==> config.mk <==
export PLATFORM = sky130hd
export DESIGN_NAME = approx_mult_pipe
export DESIGN_NICKNAME = d
export VERILOG_FILES = /design/src/rtl/approx_mult_pipe.sv
export SDC_FILE = /design/constraint.sdc
export NUM_CORES = 1
export LEC_CHECK = 0
export ABC_CLOCK_PERIOD_IN_PS = 3100
export CAP_MARGIN = 20
export CORE_UTILIZATION = 36
export CTS_BUF_LIST = sky130_fd_sc_hd__clkbuf_4 sky130_fd_sc_hd__clkbuf_8
export CTS_CLUSTER_SIZE = 14
export DETAILED_ROUTE_END_ITERATION = 10
export GPL_TIMING_DRIVEN = 0
export PLACE_DENSITY_LB_ADDON = 0.3
export SLEW_MARGIN = 20
export SYNTH_ARGS = -nofsm -noshare
export SYNTH_HDL_FRONTEND = slang
export SYNTH_SLANG_ARGS = --single-unit
==> constraint.sdc <==
create_clock -name CLK_100MHZ -period 3.1 [get_ports CLK_100MHZ]
set_input_delay 0.775 -clock CLK_100MHZ [delete_from_list [all_inputs] [get_ports CLK_100MHZ]]
set_output_delay 0.775 -clock CLK_100MHZ [all_outputs]
set_load 0.02 [all_outputs]
==> src/rtl/approx_mult_pipe.sv <==
// approx_mult_pipe: pipelined unsigned W x W multiplier with a per-transaction
// exact/approximate mode. In approximate mode, partial-product bits whose
// column i+j is below K are dropped. The product is formed in front of stage 0.
// The STAGES registers then carry it, together with valid and mode, toward the
// output. A single advance enable moves the whole pipe or freezes it.
//
// Optional build macro: APPROX_MULT_ERR_STATS_EN adds saturating error
// statistics (err_sum, err_count, stats_clr) fed by an exact shadow path.
module approx_mult_pipe #(
  parameter int W      = 8,
  parameter int K      = 4,
  parameter int STAGES = 3,
  parameter int CNT_W  = 16
) (
  input  logic           CLK_100MHZ,
  input  logic           RST_N,
  input  logic           in_valid,
  output logic           in_ready,
  input  logic [W-1:0]   in_a,
  input  logic [W-1:0]   in_b,
  input  logic           in_mode,
  output logic           out_valid,
  input  logic           out_ready,
  output logic [2*W-1:0] out_product,
  output logic           out_mode
`ifdef APPROX_MULT_ERR_STATS_EN
  ,
  output logic [2*CNT_W-1:0] err_sum,
  output logic [CNT_W-1:0]   err_count,
  input  logic               stats_clr
`endif
);

  localparam int P = 2 * W;

  if (W < 4 || W > 32) begin : g_bad_w
    $error("approx_mult_pipe: W must be 4..32");
  end
  if (K < 0 || K > P - 1) begin : g_bad_k
    $error("approx_mult_pipe: K must be 0..2*W-1");
  end
  if (STAGES < 1 || STAGES > 8) begin : g_bad_stages
    $error("approx_mult_pipe: STAGES must be 1..8");
  end
  if (CNT_W < 1) begin : g_bad_cnt_w
    $error("approx_mult_pipe: CNT_W must be positive");
  end

  logic         adv;
  logic [P-1:0] exact;
  logic [P-1:0] approx;
  logic [P-1:0] prod_in;
  logic [W-1:0] row;

  logic         vld  [STAGES];
  logic         mode [STAGES];
  logic [P-1:0] prod [STAGES];

  // The whole pipe advances when the output slot is empty or being drained.
  assign adv      = out_ready | ~out_valid;
  assign in_ready = adv;

  assign exact = P'(in_a) * P'(in_b);

  // Sum the partial-product rows, keeping only bits in columns i+j >= K.
  always_comb begin
    approx = '0;
    row    = '0;
    for (int i = 0; i < W; i++) begin
      row = '0;
      for (int j = 0; j < W; j++) begin
        if (i + j >= K) row[j] = in_a[i] & in_b[j];
      end
      approx = approx + (P'(row) << i);
    end
  end

  assign prod_in = in_mode ? approx : exact;

  // Pipeline registers: every stage shifts together on adv and holds otherwise.
  always_ff @(posedge CLK_100MHZ or negedge RST_N) begin
    if (!RST_N) begin
      for (int k = 0; k < STAGES; k++) begin
        vld[k]  <= 1'b0;
        mode[k] <= 1'b0;
        prod[k] <= '0;
      end
    end else if (adv) begin
      vld[0]  <= in_valid & in_ready;
      mode[0] <= in_mode;
      prod[0] <= prod_in;
      for (int k = 1; k < STAGES; k++) begin
        vld[k]  <= vld[k-1];
        mode[k] <= mode[k-1];
        prod[k] <= prod[k-1];
      end
    end
  end

  assign out_valid   = vld[STAGES-1];
  assign out_mode    = mode[STAGES-1];
  assign out_product = prod[STAGES-1];

`ifdef APPROX_MULT_ERR_STATS_EN
  localparam int SW = ((2 * CNT_W > P) ? 2 * CNT_W : P) + 1;

  logic [P-1:0]       diff [STAGES];
  logic [SW-1:0]      sum_wide;
  logic [SW-1:0]      sum_max;
  logic [2*CNT_W-1:0] sum_nxt;
  logic [CNT_W-1:0]   count_nxt;
  logic               stat_upd;

  // Shadow path carrying exact - approx alongside each transaction.
  always_ff @(posedge CLK_100MHZ or negedge RST_N) begin
    if (!RST_N) begin
      for (int k = 0; k < STAGES; k++) diff[k] <= '0;
    end else if (adv) begin
      diff[0] <= exact - approx;
      for (int k = 1; k < STAGES; k++) diff[k] <= diff[k-1];
    end
  end

  assign stat_upd = out_valid & out_ready & out_mode;

  // Saturating next values; the sum is widened so overflow is visible.
  always_comb begin
    sum_wide  = SW'(err_sum) + SW'(diff[STAGES-1]);
    sum_max   = SW'({(2 * CNT_W){1'b1}});
    sum_nxt   = (sum_wide > sum_max) ? {(2 * CNT_W){1'b1}} : sum_wide[2*CNT_W-1:0];
    count_nxt = (&err_count) ? err_count : err_count + 1'b1;
  end

  // Statistics counters; a clear takes priority over a same-cycle update.
  always_ff @(posedge CLK_100MHZ or negedge RST_N) begin
    if (!RST_N) begin
      err_sum   <= '0;
      err_count <= '0;
    end else if (stats_clr) begin
      err_sum   <= '0;
      err_count <= '0;
    end else if (stat_upd) begin
      err_sum   <= sum_nxt;
      err_count <= count_nxt;
    end
  end
`endif

endmodule

==> metrics <==
synthesized area between 5000 and 6000 um^2; LEAKAGE ~3.6 nW; CP Class primary input to register; ys async rst share 100%; Vias between 4k and 5k; CTS max path bufs 2; area grow syn2layout 23.7%; GRT Residual Overflow 0; Hold Crit Class register to register; Yosys Warn Count 0; final worst path period need roughly 4500 ps; fin. max-slew vios 0; Post-Syn Area per Cell around 9.0 um^2; Sw Ratio a little over two fifths; ANT nets after route 0; I/O pin count 40; sequential power share 22.7%; Die H around 130 um; share of the synthesized area in the top cell type approximately a quarter; worst vdd ir around 0.29 mV; mux contribution to synthesized area less than 1%; Critical Path Start Type primary input; placed cells 874; Initial Util a little under two fifths; ant diodes 0; gr usage total between 15 and 20%; first-pass GRT wire length around 21000 um; die width roughly 130 um; CP required 3290 ps; Synth Area in Compound Gates 8.01%; DR WL/cell around 14 um; status finished, violations left; final hold viol count 0; RSZ-0062 raised after global routing yes; Post-Synth Adder-Cell Area between 30% and 40%; Worst Tran Pin Value around 650 ps; most frequent cells after synthesis nand2_1 (141), inv_1 (101), fa_1 (67), ha_1 (61), dfrtp_1 (54); iteration count of the initial detailed-routing pass 4; combinational power share between 60% and 70%; Post-Syn Nets 776; EDFF count, synth 0; largest net degree at the start of global routing 55; PortBufs 36; Power Density ~730 nW/um^2; failing checks negative setup slack; post-place setup slack -2600 ps; Crit. End Element register; Final TNS setup -11220 ps; DIE AREA roughly 16000 um^2; Worst Clk Skew roughly 9.6 ps; Final setup viols 12; cell internal pwr 2.94 mW; post-synthesis register bit count 54; vias in the first global route about 4.6k; top post-synthesis cells by area dfrtp_1 (24%), fa_1 (24%), ha_1 (14%); sequential share of the synthesized area 24.0%; CTS Root Cell clkbuf_8; Clock Power Share under 10%; Crit path arrival time ~4700 ps; Residual DRC 0; clk sinks 54; initial antenna violation count 0; Total Nets Final 839; share of layout cells above drive strength 1 21.4%; max_cap viols 0; Num CTS Buffers 5; GP Congestion about 0.8; Final WS setup -1440 ps; Psw 2.19 mW; slew margin rel. about 57%; CTS tree done; fmax 220 MHz; post-synthesis xor/xnor area fraction 2.80%; Placeable Area between 15000 and 20000 um^2; Yosys top cell by area dfrtp_1; clock-pin slew on the worst setup and hold paths about 100 ps; hpwl dp ~10000 um; Tcrit/Tclk final 146%; drt via density roughly 4.7; Non-Filler Instances between 900 and 1k; Design Power between 5 and 6 mW; # rows 45; H-Tree Depth 2; main combinational cell family by area after synthesis adder cells; cell count after synthesis 627; worst-path maximum fanout 8; top-count cell post-synth nand2_1; final wirelength 12500 um; Top FF cell, synth dfrtp_1; Unique masters post-synth around 40; Post-Synth Simple-Gate Area 17.8%; worst-skew pair later-pin latency approximately 300 ps; DR iter-0 viols about 180; # fillers around 1.5k; fin util between 40 and 50%
## placed cells by master (no fill, tap or decap), types with 4 or more instances in the layout
cell	count
clkdlybuf4s50_1	20
clkbuf_1	9
clkbuf_8	6
nand2_1	135
inv_1	88
xor2_1	5
xnor2_1	11
and2_4	19
nand2b_1	5
a21oi_1	16
dfrtp_1	54
and2_1	26
buf_4	38
o21ai_1	5
ha_4	13
fa_2	6
inv_2	14
fa_1	61
buf_6	11
a21o_1	7
nor2_1	19
o21ai_0	4
ha_1	47
nand2_4	4
a21oi_2	7
o211ai_1	4
## flip-flops by register name (all words and copies together), names as in the netlist
signal and count:
mode 2, out_mode 1, out_product 16, out_valid 1, prod 32, vld 2
## stage by stage
stage | area [um^2] | hold slack, ps
after global placement | 6470 | 445
after detailed placement | 6470 | 457
after floorplan | 5840 | 430
after global routing | 6980 | 492
after CTS | 6900 | 477
final | 6980 | 471
## logic make-up after synthesis
| family | Yosys count |
|---|---|
| flip-flops | 54 |
| adder cells (fa/ha/maj) | 128 |
| multiplexers | 1 |
| AND/OR/NAND/NOR | 224 |
| buffers and inverters | 134 |
| AO/OA/AOI/OAI | 68 |
| XOR/XNOR | 18 |
## metal layers
metal  routed length [um]  global-route usage (%)
met5                    0                       0
met4                   93                    2.52
met3                  228                    1.51
met2                 6490                    30.3
met1                 5670                    21.8
## final timing paths
check | cells past startpoint | slack (ps) | endpoint | start
min in group asynchronous | 1 | 500 | out_mode | RST_N
hold / removal | 2 | 470 | out_product[12] | out_product[12]
setup reg to reg | 5 | 1460 | out_product[5] | out_valid
hold reg to reg | 2 | 470 | out_product[12] | out_product[12]
setup / recovery | 16 | -1440 | prod[47] | in_a[6]
max in group asynchronous | 1 | 2170 | out_product[6] | RST_N
## critical path: stages
cell and delay (ps):
buf_6 120, and2_4 160, fa_1 470, fa_1 500, fa_1 510, inv_1 60, fa_1 500, inv_2 50
ha_4 170, fa_2 390, a211oi_2 250, nor2_2 100, o31ai_2 210, xnor2_1 170, nor2_1 60, a221o_1 250
## power by group through the flow
stage / Combinational [mW] / Clock [mW] / Sequential, mW
floorplan: 2.27 / 0 / 1.13
global placement: 2.99 / 0 / 1.17
detailed placement: 3.05 / 0 / 1.18
CTS: 3.44 / 0.486 / 1.17
global route: 3.88 / 0.508 / 1.20
finish: 3.49 / 0.474 / 1.17
## area by class of cell
class / count / area (um^2) / area share [%]
Buffer: 30 / 205 / 2.94
Tap cell: 211 / 264 / 3.78
Timing Repair Buffer: 57 / 558 / 8.00
Inverter: 103 / 389 / 5.58
Clock buffer: 7 / 83.8 / 1.20
Multi-Input combinational cell: 439 / 4090 / 58.7
Sequential cell: 54 / 1350 / 19.4
Clock inverter: 1 / 30.0 / 0.430
## timing repair
action                     4_1_cts  5_1_grt
hold buffers                     0        0
setup buffers                   18        3
pin swaps                       51       22
setup endpoints to repair       13       12
gates resized for setup        140       11
(Power assumes the default switching activity.)
